**src/rtl/bpsk_coherent_demod.sv**
```systemverilog
// Coherent BPSK demodulator: carrier mixing, integrate-and-dump over one symbol,
// saturated soft/hard decisions, optional differential decode and windowed lock detection.
module bpsk_coherent_demod #(
    parameter int unsigned SPS      = 16,
    parameter int unsigned ACC_W    = 20,
    parameter int unsigned SHIFT    = 11,
    parameter int unsigned DIFF     = 1,
    parameter int unsigned LOCK_WIN = 64,
    parameter int unsigned LOCK_TH  = 32,
    parameter int unsigned LOCK_MIN = 56
) (
    input  logic       clk,
    input  logic       reset_n,
    input  logic [7:0] din,
    input  logic [7:0] carrier,
    input  logic       sync_in,
    output logic       sym_valid,
    output logic [7:0] sym_soft,
    output logic       sym_bit,
    output logic       lock
);

    localparam int unsigned CntW = (SPS > 1) ? $clog2(SPS) : 1;
    localparam int unsigned WinW = $clog2(LOCK_WIN + 1);
    localparam logic [CntW-1:0] CntLast = CntW'(SPS - 1);
    localparam logic signed [ACC_W-1:0] SatHi = ACC_W'(127);
    localparam logic signed [ACC_W-1:0] SatLo = ACC_W'(-128);

    logic signed [15:0]      prod_q;
    logic                    prod_vld_q;
    logic [CntW-1:0]         cnt_q;
    logic signed [ACC_W-1:0] acc_q;
    logic                    prev_raw_q;
    logic [WinW-1:0]         win_cnt_q;
    logic [WinW-1:0]         good_cnt_q;

    logic                    is_dump;
    logic signed [ACC_W-1:0] sum_d;
    logic signed [ACC_W-1:0] shifted_d;
    logic [7:0]              soft_d;
    logic                    raw_d;
    logic                    bit_d;
    logic [8:0]              mag_d;
    logic                    good_d;
    logic [WinW-1:0]         good_total_d;
    logic                    win_end_d;

    always_comb begin
        is_dump   = prod_vld_q && (cnt_q == CntLast);
        sum_d     = acc_q + {{(ACC_W-16){prod_q[15]}}, prod_q};
        shifted_d = sum_d >>> SHIFT;
        if (shifted_d > SatHi) begin
            soft_d = 8'h7f;
        end else if (shifted_d < SatLo) begin
            soft_d = 8'h80;
        end else begin
            soft_d = shifted_d[7:0];
        end
        raw_d = sum_d[ACC_W-1];
        bit_d = (DIFF != 0) ? (raw_d ^ prev_raw_q) : raw_d;
        // 9-bit magnitude so that -128 maps to 128
        mag_d        = soft_d[7] ? (9'd0 - {1'b1, soft_d}) : {1'b0, soft_d};
        good_d       = (mag_d >= 9'(LOCK_TH));
        good_total_d = good_cnt_q + WinW'(good_d);
        win_end_d    = (win_cnt_q == WinW'(LOCK_WIN - 1));
    end

    always_ff @(posedge clk) begin
        if (!reset_n) begin
            prod_q     <= '0;
            prod_vld_q <= 1'b0;
            cnt_q      <= '0;
            acc_q      <= '0;
            prev_raw_q <= 1'b0;
            win_cnt_q  <= '0;
            good_cnt_q <= '0;
            sym_valid  <= 1'b0;
            sym_soft   <= '0;
            sym_bit    <= 1'b0;
            lock       <= 1'b0;
        end else begin
            prod_q     <= $signed(din) * $signed(carrier);
            prod_vld_q <= 1'b1;
            sym_valid  <= 1'b0;
            // Resync discards the partial sum; a coincident dump still completes.
            if (sync_in && (cnt_q != CntLast)) begin
                cnt_q <= '0;
                acc_q <= '0;
            end else if (prod_vld_q) begin
                if (is_dump) begin
                    cnt_q      <= '0;
                    acc_q      <= '0;
                    sym_valid  <= 1'b1;
                    sym_soft   <= soft_d;
                    sym_bit    <= bit_d;
                    prev_raw_q <= raw_d;
                    if (win_end_d) begin
                        lock       <= (good_total_d >= WinW'(LOCK_MIN));
                        win_cnt_q  <= '0;
                        good_cnt_q <= '0;
                    end else begin
                        win_cnt_q  <= win_cnt_q + 1'b1;
                        good_cnt_q <= good_total_d;
                    end
                end else begin
                    cnt_q <= cnt_q + 1'b1;
                    acc_q <= sum_d;
                end
            end
        end
    end

endmodule

```
**config.mk**
```make
export PLATFORM = sky130hd
export DESIGN_NAME = bpsk_coherent_demod
export DESIGN_NICKNAME = d
export VERILOG_FILES = /design/src/rtl/bpsk_coherent_demod.sv
export SDC_FILE = /design/constraint.sdc
export NUM_CORES = 1
export LEC_CHECK = 0
export CAP_MARGIN = 30
export CORE_ASPECT_RATIO = 1.4
export CORE_UTILIZATION = 35
export CTS_CLUSTER_DIAMETER = 80
export DETAILED_ROUTE_END_ITERATION = 10
export PLACE_DENSITY = 0.62
export SLEW_MARGIN = 20
export SYNTH_ARGS = -nofsm -noshare
export SYNTH_HDL_FRONTEND = slang
export SYNTH_SLANG_ARGS = --single-unit
```
**constraint.sdc**
```tcl
create_clock -name clk -period 11.1 [get_ports clk]
set_input_delay 1.11 -clock clk [delete_from_list [all_inputs] [get_ports clk]]
set_output_delay 1.11 -clock clk [all_outputs]
set_load 0.005 [all_outputs]
```
==> flow_metrics.env, run 1 <==
export IMPL_status="completed"
export IMPL_wl_per_cell_microns=13.5
export IMPL_setup_worst_path_class="input pin to register"
export IMPL_p_total_mw=1.27
export IMPL_peakVddDrop_v=0.0000711
export IMPL_crit_arrival_ps=5810
export IMPL_critPathTopFamily="adder cells"
export IMPL_drt_wl_total_microns=12000
export IMPL_whs_endpoint="acc_q[4]$_SDFFE_PP0P_"
export IMPL_hold_path_class="register to register"
export IMPL_yosys_warnings=0
export IMPL_worst_pin_slew_ps=875
export IMPL_drv_slew=0
export IMPL_n_antenna_cell=0
export IMPL_yosysSeqAreaShare=0.228
export IMPL_power_density_nw_per_um2=189
export IMPL_syn_inst=652
export IMPL_grt_pass1_wl_microns=21100
export IMPL_crit_path_start_kind="input pin"
export IMPL_stdcell_count=883
export IMPL_crit_buf_inv=3
export IMPL_min_path_cells=2
export IMPL_dpl_hpwl_microns=9550
export IMPL_max_slew_margin_rel=0.415
export IMPL_drt_iter0_markers=123
export IMPL_start_util=0.361
export IMPL_cp_end_kind="register"
export IMPL_grtUsageTotal=0.149
export IMPL_synth_edf_count=0
export IMPL_synth_seq_cells=67
export IMPL_rows=55
export IMPL_die_y_microns=156
export IMPL_synth_compound_area_share=0.154
export IMPL_p_leak_nw=3.00
export IMPL_min_period_over_period=0.502
export IMPL_async_reset_ff_frac=0
export IMPL_synthXorXnorAreaFrac=0.0605
export IMPL_synth_simple_area_share=0.197
export IMPL_drv_cap=0
export IMPL_synth_distinct_cells=59
export IMPL_cp_max_fo=8
export IMPL_hold_buffers=0
export IMPL_rr_endpoint="lock$_SDFFE_PN0P_"
export IMPL_mostFrequentLayoutCells="67 x dfxtp_1, 61 x inv_1, 56 x fa_1"
export IMPL_hold_viol=0
export IMPL_dieArea_sq_um=17400
export IMPL_synth_flop_cell="dfxtp_1"
export IMPL_reg2reg_from="acc_q[0]$_SDFFE_PP0P_"
export IMPL_critPathRequiredTime_ps=11340
export IMPL_drive_gt1_frac=0.0570
export IMPL_syn_num_nets=780
export IMPL_cts_sinks=67
export IMPL_grt_max_degree=41
export IMPL_ant_nets=0
export IMPL_clkLatencyLatePin_ps=340
export IMPL_worst_path_largest_cell_delay_ps=540
export IMPL_fin_setup_tns_ps=0
export IMPL_setup_viol=0
export IMPL_drc=0
export IMPL_worst_r2r_path_depth=20
export IMPL_crit_top_cell="fa_1"
export IMPL_placed_cells=867
export IMPL_vias=4419
export IMPL_cp_cell_sequence="clkdlybuf4s50_1 -> and2_1 -> fa_1 -> inv_1 -> fa_1 -> fa_1 -> fa_1 -> inv_1 -> ha_1 -> nor2b_1 -> o21ai_0 -> a21boi_0 -> o21ai_0 -> nand2b_1 -> a21o_1 -> a21o_1 -> a31oi_1 -> mux2i_1"
export IMPL_coreArea_sq_um=16300
export IMPL_holdWs_ps=466
export IMPL_gr_total_overflow=0
export IMPL_r2r_setup_slack_ps=6580
export IMPL_antenna_found_initial=0
export IMPL_clk_pin_slew_ps=50
export IMPL_nets=808
export IMPL_synth_top_family_by_area="adder cells"
export IMPL_grt_setup_unrepaired="false"
export IMPL_synth_adder_area_share=0.306
export IMPL_cpMaxStageDelayCell="clkdlybuf4s50_1"
export IMPL_fmax_mhz=180
export IMPL_synthMuxAreaShare=0.00509
export IMPL_dr_pass1_iters=4
export IMPL_post_cts_setup_buffer_count=0
export IMPL_grt_pass1_vias=4511
export IMPL_vias_per_cell=5.00
export IMPL_final_util=0.413
export IMPL_cts_buffers=9
export IMPL_die_w_microns=112
export IMPL_path_depth=18
export IMPL_clk_path_buf_depth=2
export IMPL_area_growth_pct=14.2
export IMPL_place_congestion=0.782
export IMPL_netlist_area_sq_um=5900
export IMPL_htree_levels=3
export IMPL_cts_root_buf="clkbuf_16"
export IMPL_cts_resized=0
export IMPL_ios=30
export IMPL_final_common_cell="dfxtp_1"
export IMPL_io_buffers=29
export IMPL_synth_area_per_cell_sq_um=9.04
export IMPL_layout_min_cycle_time_ps=5570
export IMPL_min_from="acc_q[4]$_SDFFE_PP0P_"
export IMPL_skew_ps=9.38
export IMPL_cts_tree="built"
## final cells by class
| cell class | instances | area (sq um) |
|---|---|---|
| clock inverter | 6 | 114 |
| tap | 199 | 249 |
| timing repair buffer | 32 | 310 |
| inverter | 61 | 229 |
| fill | 1604 | 9580 |
| clock buffer | 9 | 225 |
| sequential | 67 | 1340 |
| multi-input combinational | 509 | 4260 |
## worst register-to-register path, cell delays in order, from the launching register on
cell,delay (ps)
dfxtp_1,310
ha_1,200
fa_1,430
a211oi_1,360
o21ai_1,200
nand3_1,150
nand3b_2,130
a311oi_4,430
xnor2_2,250
o21ba_1,210
a21oi_2,50
ha_1,220
nor4_2,270
nor2_1,100
ha_1,220
ha_1,200
and2_1,200
a21oi_1,160
nor2_1,50
o211ai_1,160
a21boi_0,100
## through the flow
step / worst slack [ps] / area, sq um
after floorplan: 6030 / 5900
after global placement: 5270 / 6390
after detailed placement: 5160 / 6390
after CTS: 5500 / 6730
after global routing: 5210 / 6730
final: 5530 / 6730
## worst max-delay path by stage
stage / startpoint / end / slack, ps
5_1_grt: din[1] / prod_q[14]$_SDFF_PN0_ / 5210
3_3_place_gp: din[1] / prod_q[14]$_SDFF_PN0_ / 5270
4_1_cts: din[1] / prod_q[14]$_SDFF_PN0_ / 5500
3_5_place_dp: din[1] / prod_q[14]$_SDFF_PN0_ / 5160
6_report: din[1] / prod_q[14]$_SDFF_PN0_ / 5530
2_1_floorplan: carrier[6] / prod_q[15]$_SDFF_PN0_ / 6030
## power by group
group          internal (mW)  total (mW)  switching, mW
logic                  0.309       0.665          0.356
registers              0.269       0.284         0.0145
clock network          0.219       0.324          0.105
## sequential cells by signal, indices dropped and copies added, names as in the netlist
signal      cells
win_cnt_q       7
cnt_q           4
acc_q          20
sym_valid       1
sym_soft        8
good_cnt_q      7
prod_q         16
lock            1
prod_vld_q      1
prev_raw_q      1
sym_bit         1
## logic make-up (layout without fill, tap and decap cells)
logic type | Yosys count | count (layout)
and+or+nand+nor | 220 | 220
AOI/OAI and AO/OA | 136 | 136
adders and majority gates | 111 | 111
buffers and inverters | 76 | 108
DFF | 67 | 67
xor gates and xnor gates | 39 | 39
muxes | 3 | 3
## cell usage after synthesis (2+ instances only)
| master | n | area [sq um] |
|---|---|---|
| a211oi_1 | 3 | 22.5 |
| a21boi_0 | 4 | 30.0 |
| a21o_1 | 9 | 67.6 |
| a21oi_1 | 39 | 195 |
| a21oi_2 | 2 | 17.5 |
| a22oi_1 | 17 | 128 |
| a31oi_1 | 3 | 18.8 |
| and2_1 | 50 | 313 |
| and3_1 | 9 | 56.3 |
| and4_1 | 2 | 17.5 |
| clkbuf_1 | 14 | 52.6 |
| dfxtp_1 | 67 | 1340 |
| fa_1 | 56 | 1120 |
| ha_1 | 53 | 663 |
| inv_1 | 61 | 229 |
| maj3_1 | 2 | 20.0 |
| mux2i_1 | 3 | 30.0 |
| nand2_1 | 51 | 191 |
| nand2b_1 | 15 | 93.8 |
| nand3_1 | 14 | 70.1 |
| nand4_1 | 3 | 18.8 |
| nor2_1 | 43 | 161 |
| nor2b_1 | 11 | 68.8 |
| nor3_1 | 5 | 25.0 |
| nor3b_1 | 5 | 37.5 |
| o211ai_1 | 3 | 22.5 |
| o21ai_0 | 28 | 140 |
| o21ai_1 | 5 | 25.0 |
| o21bai_1 | 6 | 45.0 |
| o41ai_1 | 3 | 26.3 |
| or2_2 | 2 | 12.5 |
| or3_1 | 2 | 12.5 |
| xnor2_1 | 20 | 175 |
| xor2_1 | 17 | 149 |
## routing by layer
metal	vias to the layer above	global-route usage	share of wire
met5	-	0	0
met3	14	0.0163	0.016
met1	2112	0.166	0.42
met4	0	0.0534	0.016
li1	2253	-	-
met2	40	0.290	0.55
Note: power is estimated with default switching activity, not from simulation.
==> inputs of run 2 (changes only) <==
Clock period 11.1 ns to 5.5 ns, I/O delays scaled along.
==> run 2 against run 1 <==
Compared with the run above: non-clock buffer count grew 4; power grew 98%; largest power group unchanged; die area is the same; global-route usage shrank 0.43 points; sequential power grew 100%; routed wire length shrank 3.0%; cell area grew 0.15%; sequential share of layout area is essentially flat.
==> flow_metrics.env, run 2 (same netlist as run 1, synthesis figures left out) <==
export IMPL_status="completed"
export IMPL_grt_max_degree=41
export IMPL_clk_pin_slew_ps=50
export IMPL_peakVddDrop_v=0.000147
export IMPL_final_util=0.413
export IMPL_mostFrequentLayoutCells="67 x dfxtp_1, 61 x inv_1, 56 x fa_1"
export IMPL_final_fill_count=1566
export IMPL_post_cts_setup_buffer_count=0
export IMPL_nets=812
export IMPL_setup_worst_path_class="input pin to register"
export IMPL_max_slew_margin_rel=0.421
export IMPL_seq_area_sq_um=1340
export IMPL_drv_cap=0
export IMPL_cp_max_fo=8
export IMPL_drive_gt1_frac=0.0624
export IMPL_htree_levels=3
export IMPL_layout_min_cycle_time_ps=4930
export IMPL_die_y_microns=156
export IMPL_drt_wl_total_microns=11600
export IMPL_multi_input_area_sq_um=4260
export IMPL_dieArea_sq_um=17400
export IMPL_cts_resized=0
export IMPL_gr_total_overflow=0
export IMPL_die_w_microns=112
export IMPL_final_common_cell="dfxtp_1"
export IMPL_hold_buffers=0
export IMPL_dpl_cell_area_sq_um=6430
export IMPL_final_cell_area_sq_um=6740
export IMPL_wl_per_cell_microns=13.1
export IMPL_rows=55
export IMPL_start_util=0.361
export IMPL_antenna_found_initial=0
export IMPL_hold_path_class="register to register"
export IMPL_coreArea_sq_um=16300
export IMPL_cts_tree="built"
export IMPL_vias=4415
export IMPL_switching_power_mw=0.954
export IMPL_ios=30
export IMPL_power_density_nw_per_um2=374
export IMPL_hold_viol=0
export IMPL_vias_per_cell=4.97
export IMPL_seq_power_share=0.227
export IMPL_grt_setup_unrepaired="false"
export IMPL_top_register="acc_q"
export IMPL_largest_reg_flops=20
export IMPL_largestRegisters="acc_q: 20 flops, prod_q: 16 flops, sym_soft: 8 flops"
export IMPL_io_buffers=29
export IMPL_worst_pin_slew_ps=867
export IMPL_ant_nets=0
export IMPL_cts_root_buf="clkbuf_16"
export IMPL_cp_end_kind="register"
export IMPL_clkPwrFrac=0.241
export IMPL_grt_pass1_wl_microns=20600
export IMPL_dpl_hpwl_microns=9400
export IMPL_cts_sinks=67
export IMPL_dr_pass1_iters=4
export IMPL_n_antenna_cell=0
export IMPL_cts_buffers=9
export IMPL_drt_iter0_markers=161
export IMPL_setup_viol=0
export IMPL_p_int_mw=1.57
export IMPL_fmax_mhz=203
export IMPL_skew_ps=8.63
export IMPL_clk_path_buf_depth=2
export IMPL_switching_share=0.378
export IMPL_power_frac_comb=0.533
export IMPL_p_total_mw=2.52
export IMPL_crit_path_start_kind="input pin"
export IMPL_crit_arrival_ps=5180
export IMPL_grtUsageTotal=0.145
export IMPL_drv_slew=0
export IMPL_grt_pass1_vias=4577
export IMPL_p_leak_nw=3.02
export IMPL_clkLatencyLatePin_ps=330
export IMPL_area_growth_pct=14.4
export IMPL_critPathRequiredTime_ps=5750
export IMPL_drc=0
export IMPL_min_period_over_period=0.896
export IMPL_place_congestion=0.773
export IMPL_fin_setup_tns_ps=0
## run 2: cell types whose count changed in the layout (fill, tap and decap cells not counted)
cell,delta
clkinv_2,+2
clkinvlp_4,-2
buf_2,-1
clkbuf_1,+1
bufinv_16,-1
buf_4,+5
clkinv_4,+1
## run 2: final timing paths
| kind | from | to | slack, ps | cells past startpoint |
|---|---|---|---|---|
| max | carrier[4] | prod_q[14]$_SDFF_PN0_ | 570 | 18 |
| min | acc_q[4]$_SDFFE_PP0P_ | acc_q[4]$_SDFFE_PP0P_ | 460 | 2 |
| max reg2reg | prod_q[0]$_SDFF_PN0_ | good_cnt_q[4]$_SDFFE_PN0P_ | 970 | 19 |
| min reg2reg | acc_q[4]$_SDFFE_PP0P_ | acc_q[4]$_SDFFE_PP0P_ | 460 | 2 |
## run 2: critical path: stages
cell             delay (ps)
clkdlybuf4s50_1         550
and2_1                  230
fa_1                    410
inv_1                    90
fa_1                    400
fa_1                    470
fa_1                    550
inv_1                    40
ha_1                    310
nor2b_1                 150
o21ai_0                 200
a21boi_0                150
o21ai_0                 170
nand2b_1                100
a21o_1                  190
a21o_1                  190
a31oi_1                 210
mux2i_1                 230
## run 2: power groups by stage
stage	clock, mW	combinational [mW]	sequential (mW)
5_1_grt	0.639	1.54	0.577
3_5_place_dp	0	1.36	0.581
4_1_cts	0.620	1.37	0.571
3_3_place_gp	0	1.35	0.582
2_1_floorplan	0	1.10	0.572
6_report	0.607	1.34	0.572
## run 2: per-stage QoR
step,instances,worst slack [ps],hold WS (ps)
after global routing,888,254,498
final,888,569,465
after global placement,872,208,454
after floorplan,652,990,445
after detailed placement,872,197,459
after CTS,888,521,467
## run 2: final cells by class
class / instances / share of cell area
clock buffer: 10 / 0.0340
tap: 199 / 0.0369
multi-input combinational: 509 / 0.632
clock inverter: 6 / 0.0130
inverter: 61 / 0.0340
timing repair buffer: 36 / 0.0508
sequential: 67 / 0.199
## run 2: routing by layer
| layer | track usage | vias to the layer above | wire [microns] |
|---|---|---|---|
| li1 | - | 2261 | - |
| met1 | 0.157 | 2094 | 4910 |
| met2 | 0.289 | 47 | 6290 |
| met3 | 0.0155 | 13 | 196 |
| met4 | 0.0495 | 0 | 212 |
| met5 | 0 | - | 0 |
==> inputs of run 3 (changes only) <==
Settings changed: CORE_ASPECT_RATIO 1.4 to 0.5, CORE_MARGIN set to 2.
==> run 3 against run 2 <==
Compared with the run above: cell area grew 0.30%; clock skew is essentially flat; core utilization shrank 0.19 points; count of clock-buffer cells in the layout is the same; critical path type unchanged; clock power grew 0.8%; largest power group unchanged; critical endpoint unchanged; routed wire length grew 3.5%; highest routed layer unchanged; first-iteration DRC count grew 15%.
==> flow_metrics.env, run 3 (same netlist as run 1, synthesis figures left out) <==
export IMPL_status="completed"
export IMPL_min_period_over_period=0.922
export IMPL_fin_setup_tns_ps=0
export IMPL_cp_max_fo=8
export IMPL_dieArea_sq_um=18000
export IMPL_p_int_mw=1.57
export IMPL_final_fill_count=1631
export IMPL_critPathRequiredTime_ps=5730
export IMPL_grt_setup_unrepaired="false"
export IMPL_rows=33
export IMPL_layout_min_cycle_time_ps=5070
export IMPL_drv_slew=0
export IMPL_clk_path_buf_depth=2
export IMPL_ios=30
export IMPL_largest_reg_flops=20
export IMPL_die_w_microns=188
export IMPL_start_util=0.359
export IMPL_multi_input_area_sq_um=4260
export IMPL_cts_resized=0
export IMPL_post_cts_setup_buffer_count=0
export IMPL_peakVddDrop_v=0.000191
export IMPL_cts_tree="built"
export IMPL_crit_path_start_kind="input pin"
export IMPL_dr_pass1_iters=5
export IMPL_clkLatencyLatePin_ps=330
export IMPL_power_density_nw_per_um2=375
export IMPL_grtUsageTotal=0.146
export IMPL_cp_end_kind="register"
export IMPL_fmax_mhz=197
export IMPL_power_frac_comb=0.533
export IMPL_stdcell_count=914
export IMPL_cts_buffers=9
export IMPL_hold_buffers=0
export IMPL_coreArea_sq_um=16400
export IMPL_top_register="acc_q"
export IMPL_htree_levels=3
export IMPL_hold_viol=0
export IMPL_p_total_mw=2.54
export IMPL_clkPwrFrac=0.241
export IMPL_crit_arrival_ps=5300
export IMPL_skew_ps=9.00
export IMPL_placed_cells=898
export IMPL_dpl_hpwl_microns=9420
export IMPL_switching_share=0.383
export IMPL_drt_wl_total_microns=12000
export IMPL_clk_pin_slew_ps=50
export IMPL_hold_path_class="register to register"
export IMPL_vias_per_cell=4.90
export IMPL_cts_sinks=67
export IMPL_largestRegisters="acc_q: 20 flops, prod_q: 16 flops, sym_soft: 8 flops"
export IMPL_seq_power_share=0.226
export IMPL_ant_nets=0
export IMPL_p_leak_nw=3.00
export IMPL_grt_pass1_wl_microns=21400
export IMPL_drt_iter0_markers=185
export IMPL_switching_power_mw=0.971
export IMPL_n_antenna_cell=0
export IMPL_area_growth_pct=14.7
export IMPL_io_buffers=29
export IMPL_setup_worst_path_class="input pin to register"
export IMPL_drc=0
export IMPL_antenna_found_initial=0
export IMPL_drive_gt1_frac=0.0582
export IMPL_final_common_cell="dfxtp_1"
export IMPL_seq_area_sq_um=1340
export IMPL_grt_max_degree=41
export IMPL_worst_pin_slew_ps=873
export IMPL_place_congestion=0.827
export IMPL_holdWs_ps=469
export IMPL_nets=810
export IMPL_die_y_microns=95.8
export IMPL_cts_root_buf="clkbuf_16"
export IMPL_vias=4478
export IMPL_max_slew_margin_rel=0.417
export IMPL_wl_per_cell_microns=13.1
export IMPL_gr_total_overflow=0
export IMPL_setup_viol=0
export IMPL_drv_cap=0
export IMPL_mostFrequentLayoutCells="67 x dfxtp_1, 61 x inv_1, 56 x fa_1"
export IMPL_grt_pass1_vias=4554
## run 3: cell count changes in the layout (fill, tap and decap cells not counted)
cell	change
inv_6	-1
nor2_1	+1
clkinv_2	-1
clkinvlp_4	+1
buf_4	-2
clkinv_4	+1
nor2_2	-1
## run 3: area by class of cell
cell class | instances | area share
Timing Repair Buffer | 34 | 0.0485
Clock inverter | 6 | 0.0133
Inverter | 61 | 0.0339
Multi-Input combinational cell | 509 | 0.630
Sequential cell | 67 | 0.198
Clock buffer | 10 | 0.0339
Tap cell | 227 | 0.0420
## run 3: power by group through the flow
stage / Sequential (mW) / Combinational (mW) / Clock (mW)
global placement: 0.585 / 1.33 / 0
finish: 0.574 / 1.35 / 0.612
floorplan: 0.572 / 1.10 / 0
CTS: 0.574 / 1.37 / 0.620
global route: 0.580 / 1.57 / 0.642
detailed placement: 0.584 / 1.36 / 0
## run 3: per-stage QoR
step           instance area, sq um  worst slack [ps]   util
6_report                       6760               430  0.412
5_1_grt                        6760               147  0.412
4_1_cts                        6760               452  0.412
3_5_place_dp                   6440               121  0.392
3_3_place_gp                   6440               217  0.392
2_1_floorplan                  5900               990      -
## run 3: metal layers
layer  GRT usage  part of all wire  up-vias  routed length, microns
met5           0                 0        -                       0
met4      0.0354            0.0097        0                     116
met3      0.0186             0.030       12                     361
met2       0.260              0.45       55                    5450
met1       0.192              0.51     2151                    6090
li1            -                 -     2260                       -
## run 3: path summary, 6_finish.rpt
path                                from                endpoint  slack (ps)  cells after the start
setup / recovery              carrier[4]   prod_q[14]$_SDFF_PN0_         430                     18
hold reg to reg   acc_q[13]$_SDFFE_PP0P_  acc_q[13]$_SDFFE_PP0P_         470                      2
hold / removal    acc_q[13]$_SDFFE_PP0P_  acc_q[13]$_SDFFE_PP0P_         470                      2
setup reg to reg    prod_q[0]$_SDFF_PN0_       lock$_SDFFE_PN0P_         980                     20
## run 3: critical path, cell delays in order
cell and delay, ps:
clkdlybuf4s50_1 540, and2_1 220, fa_1 420, inv_1 90, fa_1 410, fa_1 470
fa_1 540, inv_1 40, ha_1 310, nor2b_1 150, o21ai_0 220, a21boi_0 150
o21ai_0 190, nand2b_1 110, a21o_1 190, a21o_1 190, a31oi_1 200, mux2i_1 310
